===== config.mk =====
export PLATFORM = sky130hd
export DESIGN_NAME = safe_alu_pipe
export DESIGN_NICKNAME = d
export VERILOG_FILES = /design/src/rtl/safe_alu_pipe.sv
export SDC_FILE = /design/constraint.sdc
export NUM_CORES = 1
export LEC_CHECK = 0
export ABC_CLOCK_PERIOD_IN_PS = 2600
export CAP_MARGIN = 20
export CORE_ASPECT_RATIO = 2
export CORE_MARGIN = 10
export CORE_UTILIZATION = 54
export CTS_CLUSTER_SIZE = 14
export DETAILED_ROUTE_END_ITERATION = 6
export PLACE_DENSITY_LB_ADDON = 0.1
export SLEW_MARGIN = 20
export SYNTH_ARGS = -nofsm -noshare
export SYNTH_HDL_FRONTEND = slang
export SYNTH_SLANG_ARGS = --single-unit

===== constraint.sdc =====
create_clock -name clk -period 2.6 [get_ports clk]
set_input_delay 0.65 -clock clk [delete_from_list [all_inputs] [get_ports clk]]
set_output_delay 0.65 -clock clk [all_outputs]
set_load 0.1 [all_outputs]

===== src/rtl/safe_alu_pipe.sv =====
// safe_alu_pipe
// Two-stage valid/ready ALU pipeline. Stage 1 captures the operand beat, and
// stage 2 computes and holds the result and flags until the consumer takes it.
// It also keeps a sticky signed-overflow flag and a wrapping transfer counter.
//
// Ports:
//   clk, rst_n           clock, asynchronous active-low reset
//   in_valid / in_ready  operand handshake (a, b, opcode, sat_mode)
//   out_valid/out_ready  result handshake (result, zero, carry, overflow, negative)
//   err_sticky           set by any output transfer that carries overflow=1
//   sticky_clr           synchronous clear of err_sticky (a set wins)
//   op_count             number of completed output transfers, wraps
module safe_alu_pipe #(
  parameter int WIDTH = 8,
  parameter int CNT_W = 16
) (
  input  logic             clk,
  input  logic             rst_n,
  input  logic             in_valid,
  output logic             in_ready,
  input  logic [WIDTH-1:0] a,
  input  logic [WIDTH-1:0] b,
  input  logic [2:0]       opcode,
  input  logic             sat_mode,
  output logic             out_valid,
  input  logic             out_ready,
  output logic [WIDTH-1:0] result,
  output logic             zero,
  output logic             carry,
  output logic             overflow,
  output logic             negative,
  output logic             err_sticky,
  input  logic             sticky_clr,
  output logic [CNT_W-1:0] op_count
);

  localparam int MSB = WIDTH - 1;

  localparam logic [2:0] OP_ADD = 3'b000;
  localparam logic [2:0] OP_SUB = 3'b001;
  localparam logic [2:0] OP_AND = 3'b010;
  localparam logic [2:0] OP_OR  = 3'b011;
  localparam logic [2:0] OP_XOR = 3'b100;
  localparam logic [2:0] OP_SHL = 3'b101;
  localparam logic [2:0] OP_SHR = 3'b110;
  localparam logic [2:0] OP_CMP = 3'b111;

  localparam logic [WIDTH-1:0] SIGNED_MAX = {1'b0, {(WIDTH-1){1'b1}}};
  localparam logic [WIDTH-1:0] SIGNED_MIN = {1'b1, {(WIDTH-1){1'b0}}};

  logic             s1_valid;
  logic [WIDTH-1:0] s1_a;
  logic [WIDTH-1:0] s1_b;
  logic [2:0]       s1_op;
  logic             s1_sat;

  logic s2_load;
  logic s1_load;
  logic out_xfer;

  logic [WIDTH:0]   sum_ext;
  logic [WIDTH:0]   diff_ext;
  logic [WIDTH-1:0] raw;
  logic [WIDTH-1:0] res_n;
  logic             zero_n;
  logic             carry_n;
  logic             ovf_n;
  logic             neg_n;

  // Stage 2 may take a new beat whenever its current one is absent or leaving.
  // Stage 1 may take a new beat when it is empty or its beat moves into stage 2,
  // so in_ready is combinational from out_ready.
  assign s2_load  = !out_valid || out_ready;
  assign s1_load  = !s1_valid || s2_load;
  assign in_ready = s1_load;
  assign out_xfer = out_valid && out_ready;

  // One extra bit on both sides exposes the ADD carry-out and SUB/CMP borrow.
  assign sum_ext  = {1'b0, s1_a} + {1'b0, s1_b};
  assign diff_ext = {1'b0, s1_a} - {1'b0, s1_b};

  // Stage 2 datapath. Overflow and carry always describe the unsaturated
  // arithmetic, while zero and negative describe what is actually delivered.
  // CMP is the exception: its result is forced to zero, and its flags come
  // from the subtraction.
  always_comb begin
    raw     = '0;
    carry_n = 1'b0;
    ovf_n   = 1'b0;
    res_n   = '0;
    zero_n  = 1'b0;
    neg_n   = 1'b0;
    case (s1_op)
      OP_ADD: begin
        raw     = sum_ext[MSB:0];
        carry_n = sum_ext[WIDTH];
        ovf_n   = (s1_a[MSB] == s1_b[MSB]) && (sum_ext[MSB] != s1_a[MSB]);
      end
      OP_SUB, OP_CMP: begin
        raw     = diff_ext[MSB:0];
        carry_n = diff_ext[WIDTH];
        ovf_n   = (s1_a[MSB] != s1_b[MSB]) && (diff_ext[MSB] != s1_a[MSB]);
      end
      OP_AND: raw = s1_a & s1_b;
      OP_OR:  raw = s1_a | s1_b;
      OP_XOR: raw = s1_a ^ s1_b;
      OP_SHL: begin
        raw     = {s1_a[MSB-1:0], 1'b0};
        carry_n = s1_a[MSB];
      end
      OP_SHR: begin
        raw     = {1'b0, s1_a[MSB:1]};
        carry_n = s1_a[0];
      end
      default: raw = '0;
    endcase

    res_n = raw;
    if (s1_sat && ovf_n && (s1_op == OP_ADD || s1_op == OP_SUB)) begin
      res_n = s1_a[MSB] ? SIGNED_MIN : SIGNED_MAX;
    end
    zero_n = (res_n == '0);
    neg_n  = res_n[MSB];

    if (s1_op == OP_CMP) begin
      res_n  = '0;
      zero_n = (s1_a == s1_b);
      neg_n  = diff_ext[MSB];
    end
  end

  // Stage 1 register: captures the operand beat.
  always_ff @(posedge clk or negedge rst_n) begin
    if (!rst_n) begin
      s1_valid <= 1'b0;
      s1_a     <= '0;
      s1_b     <= '0;
      s1_op    <= OP_ADD;
      s1_sat   <= 1'b0;
    end else if (s1_load) begin
      s1_valid <= in_valid;
      if (in_valid) begin
        s1_a   <= a;
        s1_b   <= b;
        s1_op  <= opcode;
        s1_sat <= sat_mode;
      end
    end
  end

  // Stage 2 register. The payload only changes on a real load, so it stays
  // frozen while the consumer stalls.
  always_ff @(posedge clk or negedge rst_n) begin
    if (!rst_n) begin
      out_valid <= 1'b0;
      result    <= '0;
      zero      <= 1'b0;
      carry     <= 1'b0;
      overflow  <= 1'b0;
      negative  <= 1'b0;
    end else if (s2_load) begin
      out_valid <= s1_valid;
      if (s1_valid) begin
        result   <= res_n;
        zero     <= zero_n;
        carry    <= carry_n;
        overflow <= ovf_n;
        negative <= neg_n;
      end
    end
  end

  // Transfer bookkeeping. A new overflow takes priority over a clear
  // in the same cycle, so that the error cannot be lost.
  always_ff @(posedge clk or negedge rst_n) begin
    if (!rst_n) begin
      err_sticky <= 1'b0;
      op_count   <= '0;
    end else begin
      if (out_xfer && overflow) begin
        err_sticky <= 1'b1;
      end else if (sticky_clr) begin
        err_sticky <= 1'b0;
      end
      if (out_xfer) begin
        op_count <= op_count + 1'b1;
      end
    end
  end

endmodule


* Word level (Yosys, flattened, before mapping)
Index checks and enable logic that the tools add are counted.
** Storage, ports and cells
- Register bits :: 51
- Bits in latches :: 0
- Bits in writable memories :: 0
- ROM bits :: 0
- Input bits :: 25
- Output and inout port bits :: 31
- Word-level logic and storage cells :: 58
- Memories kept :: 0
** Cells by class
- Add/sub/neg operators :: 3
- $mul :: 0
- Divide/modulo/power cells :: 0
- Order comparisons :: 0
- Eq/ne operators :: 12
- Shifts and indexed selects :: 0
- Multiplexer cells :: 10
- Bitwise logic cells :: 3
- Reduce and logical (&&, ||, !) cells :: 17
** Operator list (count)
- $pmux W8 S7 :: 1
- $mux W8 :: 3
- $add A16 B1 Y16 const B :: 1
- $eq A3 B3 Y1 const B :: 4
- $add A8 B8 Y9 :: 1
- $sub A8 B8 Y9 :: 1
- $and A8 B8 Y8 :: 1
- $eq A8 B8 Y1 :: 1
- $logic_not A8 Y1 :: 1
- $or A8 B8 Y8 :: 1
- $xor A8 B8 Y8 :: 1
- $eq A3 B2 Y1 const B :: 2
- $logic_and A1 B1 Y1 :: 6
- $mux W1 :: 4
- $pmux W1 S4 :: 1
- $reduce_and A2 Y1 :: 2
- $eq A3 B1 Y1 const B :: 1
- $logic_not A3 Y1 :: 1
- $logic_or A1 B1 Y1 :: 3
- $ne A1 B1 Y1 :: 3
- $logic_not A1 Y1 :: 2
- $pmux W1 S2 :: 1
- $reduce_bool A2 Y1 :: 1
- $reduce_or A2 Y1 :: 1
- $eq A1 B1 Y1 :: 1

* Logic depth before layout (Yosys ltp)
Gate-level depths: netlist of run 1.
- Depth after elaboration :: 9
- Depth in mapped cells :: 10

* Worst setup path before layout of run 1
OpenSTA, ideal clock, no wires.
- Kind :: register to register
- From :: register out_valid
- To :: register s1_a[0]
- Arrival time :: 2.992 ns
- Required time :: 2.475 ns
- Slack :: -0.516 ns
- Stages on the path, launching flop included :: 5
- Buffers on the path :: 1
- Cell sequence :: dfrtp_1 > nand3b_1 > nand2_1 > clkbuf_1 > mux2_2
** Between the ends
- Word-level cells in the longest chain between the ends :: 4
** RTL lines
- start: declaration :: line 25 : output logic out_valid,
- start signal: assignment :: line 162 : out_valid <= s1_valid;
- $logic_not A1 Y1 :: line 73 : assign s2_load = !out_valid || out_ready;
- $logic_or A1 B1 Y1 :: line 73
- $logic_or A1 B1 Y1 :: line 74 : assign s1_load = !s1_valid || s2_load;
- named net in_ready :: line 20 : output logic in_ready,
- $reduce_and A2 Y1 (no source line)
- end signal: assignment :: line 136 : s1_a <= '0;
- end signal: assignment :: line 143 : s1_a <= a;
- end: declaration :: line 52 : logic [WIDTH-1:0] s1_a;
The timed path passes the listed nets, and every way through them passes these cells.
A chain may end at the register's enable or synchronous reset.

* Worst setup path after layout of run 1
- From :: register s1_a[1]
- To :: register negative
** Between the ends
- Word-level cells in the longest chain between the ends :: 8
- Elaborated cells between the ends (all ways) :: 12
** RTL lines
- $sub A8 B8 Y9 / $add A8 B8 Y9 (equally long branches) :: line 80, 79
- $ne A1 B1 Y1, on equally long branches :: line 102, 97
- $logic_and A1 B1 Y1, on equally long branches :: line 102, 97
- $pmux W1 S2 :: line 93 : case (s1_op)
- $logic_and A1 B1 Y1 (2 in series) :: line 119 : if (s1_sat && ovf_n && (s1_op == OP_ADD || s1_op == OP_SUB)) begin
- $mux W8 :: line 119
- $mux W1 (*) :: line 125 : if (s1_op == OP_CMP) begin
- end signal: assignment :: line 168 : negative <= neg_n;
- end: declaration :: line 31 : output logic negative,
Mark *: on every way between the ends. The rest lies on a longest branch, timed or not.

==> run_results.csv, run 1 <==
group,metric,value,unit
drt,first_pass_iters,4,
drt,dr.first_iter.drc_count,244,
place,io_buffer_count,55,
sta,relSlewSlack,0.5750,
grt,grt_overflow,0,
floorplanning,initial_core_util,0.5549,
sta,setup_viol,0,
sta,finalHoldViolCount,0,
place,place_congestion,0.9829,
synthesis,synth_flop_cell,"dfrtp_1",
drt,vias,3367,
run,drv_cap,0,
critical_path,cp_top_family,"compound AO/OA/AOI/OAI gates",
grt,grtUsageTotal,0.2277,
place,dp_slack,0.003772,ns
synthesis,synth_warnings,0,
critical_path,slowest_delay,0.43,ns
power,power.switching,2.233,mW
floorplanning,fp.dieArea,0.01037,mm^2
floorplanning,die_h,134.3,um
clocking,clkSlewWorstSetupHoldPaths,0.07,ns
sta,max_freq,393.8,MHz
place,place_area,0.004513,mm^2
synthesis,ys_types,62,
grt,grt_pass1_wl,18.73,mm
floorplanning,core.rowCount,41,
drt,via_per_inst,5.980,
critical_path,critPathKind,"register to register",
drt,drc,0,
power,pwr-share-comb,0.609,
critical_path,worst_setup_path_start_kind,"register",
synthesis,ys_seq_area_frac,0.3616,
sta,finClkSkew,0.005633,ns
sta,whs,0.3772,ns
power,leakage,2.224,nW
clocking,numCtsBuffers,5,
critical_path,worst-path-buf-inv,2,
power,peakVddDrop,1.067,mV
power,p_sw_frac,0.4988,
sta,finalCriticalPeriod,2.540,ns
grt,grt_pass1_vias,3584,
place,dp_hpwl,9.433,mm
layout,diodes,0,
outcome,status,"finished, final reports clean",
clocking,cts_tree,"yes",
synthesis,synth_edf_count,0,
sta,fin_ws,0.06039,ns
sta,finalCritPeriodShare,0.9768,
layout,final_common_cell,"buf_4",
layout,regArea,0.001280,mm^2
drt,ant_nets,0,
synthesis,synthArstFlopShare,1.000,
synthesis,synth_nets,424,
worst_hold_path,min_path_type,"input port to async pin",
layout,final_cell_mix,"buf_4, dfrtp_1, inv_1",
drt,wire_per_inst,20.81,um
synthesis,synth-seq-cells,51,
floorplanning,core_area,0.006361,mm^2
power,pwr-share-seq,0.248,
clocking,cts_sinks,51,
critical_path,end_kind,"register",
drt,wl,11.71,mm
power,clock_power_share,0.143,
floorplanning,die_width,77.17,um
critical_path,crit_required,2.83,ns
synthesis,syn-cell-area,0.003530,mm^2
critical_path,cpMaxStageDelayCell,"dfrtp_1",
clocking,root_buffer,"clkbuf_16",
clocking,clock_path_buffers,2,
layout,fin_nets,529,
clocking,htree_levels,2,
clocking,clkLatencyLatePin,0.29,ns
synthesis,avgSynthCellArea,9.488,um^2
grt,grt_max_degree,27,
sta,tightest_slew,0.6375,ns
critical_path,crit_arrival,2.77,ns
power,internal_power,2.243,mW
synthesis,syn-instance-count,372,
layout,syn2layout_area_growth,34.74,%
power,power_density,941.1,mW/mm^2
layout,fillers,535,
sta,rsz0062_at_grt,"true",
layout,layout-drive-gt1-share,0.2914,
grt,antenna_found_initial,0,
layout,postLayoutCellArea,0.004756,mm^2
sta,slew_viol_final,0,
sta,setup_tns,0,ns
critical_path,crit_fanout,3,
floorplanning,io_pins,56,
critical_path,crit_chain,"inv_1, ha_4, nor2_1, o311a_1, buf_4, a211o_1, o221a_1, a31o_1, o21ai_2, mux2_2",
layout,multiInputGateArea,0.002156,mm^2
## power by group through the flow
| stage | combinational [mW] | clock [mW] | sequential [mW] |
|---|---|---|---|
| 6_report | 2.73 | 0.640 | 1.11 |
| 5_1_grt | 2.88 | 0.678 | 1.13 |
| 4_1_cts | 2.66 | 0.648 | 1.11 |
| 3_5_place_dp | 2.63 | 0 | 1.12 |
| 3_3_place_gp | 2.60 | 0 | 1.11 |
| 2_1_floorplan | 0.920 | 0 | 1.97 |
## state kept, by name (all words and copies together), names as in the netlist
name	count
zero	1
out_valid	1
carry	1
s1_a	8
s1_valid	1
s1_b	8
negative	1
op_count	16
s1_sat	1
s1_op	3
overflow	1
result	8
err_sticky	1
## final cells by class
| class | count | area share |
|---|---|---|
| Tap cell | 86 | 0.02263 |
| Clock inverter | 1 | 0.001579 |
| Clock buffer | 6 | 0.02710 |
| Multi-Input combinational cell | 273 | 0.4533 |
| Timing Repair Buffer | 116 | 0.2026 |
| Inverter | 30 | 0.02368 |
| Sequential cell | 51 | 0.2691 |
## Yosys cell counts (7+ instances only)
| cell type | instances | share of area |
|---|---|---|
| o22ai_1 | 8 | 0.014 |
| o21ai_0 | 14 | 0.020 |
| a21oi_1 | 22 | 0.031 |
| nand2b_1 | 10 | 0.018 |
| mux2_2 | 23 | 0.073 |
| nand3_1 | 9 | 0.013 |
| nand2_1 | 27 | 0.029 |
| clkbuf_1 | 10 | 0.011 |
| buf_2 | 7 | 0.0099 |
| xnor2_1 | 15 | 0.037 |
| dfrtp_1 | 51 | 0.36 |
| ha_1 | 25 | 0.089 |
| inv_1 | 30 | 0.032 |
| nor2_1 | 16 | 0.017 |
## layer usage
layer | track usage | part of all wire | routed length, um | vias to the layer above
met5 | 0 | 0 | 0 | -
met4 | 0.1612 | 0.075 | 880 | 0
met3 | 0.03414 | 0.043 | 499 | 53
met2 | 0.4416 | 0.55 | 6488 | 124
met1 | 0.2036 | 0.33 | 3845 | 1641
li1 | - | - | - | 1549
## per-stage QoR
stage | total power, mW | cells | util
after floorplan | 2.891 | 372 | -
after global placement | 3.718 | 554 | 0.7095
after detailed placement | 3.752 | 554 | 0.7095
after CTS | 4.413 | 561 | 0.7349
after global routing | 4.690 | 563 | 0.7476
final | 4.476 | 563 | 0.7476
## logic make-up (layout without fill, tap and decap cells)
logic type      after synthesis  count (layout)  share of synthesized area
compound gates               98              98                     0.1971
xor+xnor                     19              19                    0.04715
fa+ha+maj                    27              27                    0.09997
buf+inv                      48             153                    0.05353
flops                        51              51                     0.3616
mux                          26              26                    0.08543
simple gates                103             103                     0.1553
## path summary, 6_finish.rpt
kind,slack [ns],start,cells past startpoint,endpoint
min in group clk,0.47,op_count[15],1,op_count[15]
max in group asynchronous,1.56,rst_n,2,result[4]
max reg2reg,0.06,s1_a[1],10,negative
min,0.38,rst_n,1,s1_b[1]
max,0.06,s1_a[1],10,negative
min reg2reg,0.47,op_count[15],1,op_count[15]
## repair_timing
| action | 4_1_cts | 5_1_grt |
|---|---|---|
| hold endpoints to repair | 0 | 0 |
| hold buffers | 0 | 0 |
| pin swaps | 0 | 6 |
| setup endpoints to repair | 2 | 10 |
| buffers inserted | 0 | 2 |
| gates cloned | 0 | 0 |
| resized for setup | 2 | 11 |
(Power assumes the default switching activity.)
==> inputs of run 2 (changes only) <==
- CTS_CLUSTER_DIAMETER: unset -> 100
==> results of run 2 <==
The final DEF is identical to that of run 1; final timing and power are the same.
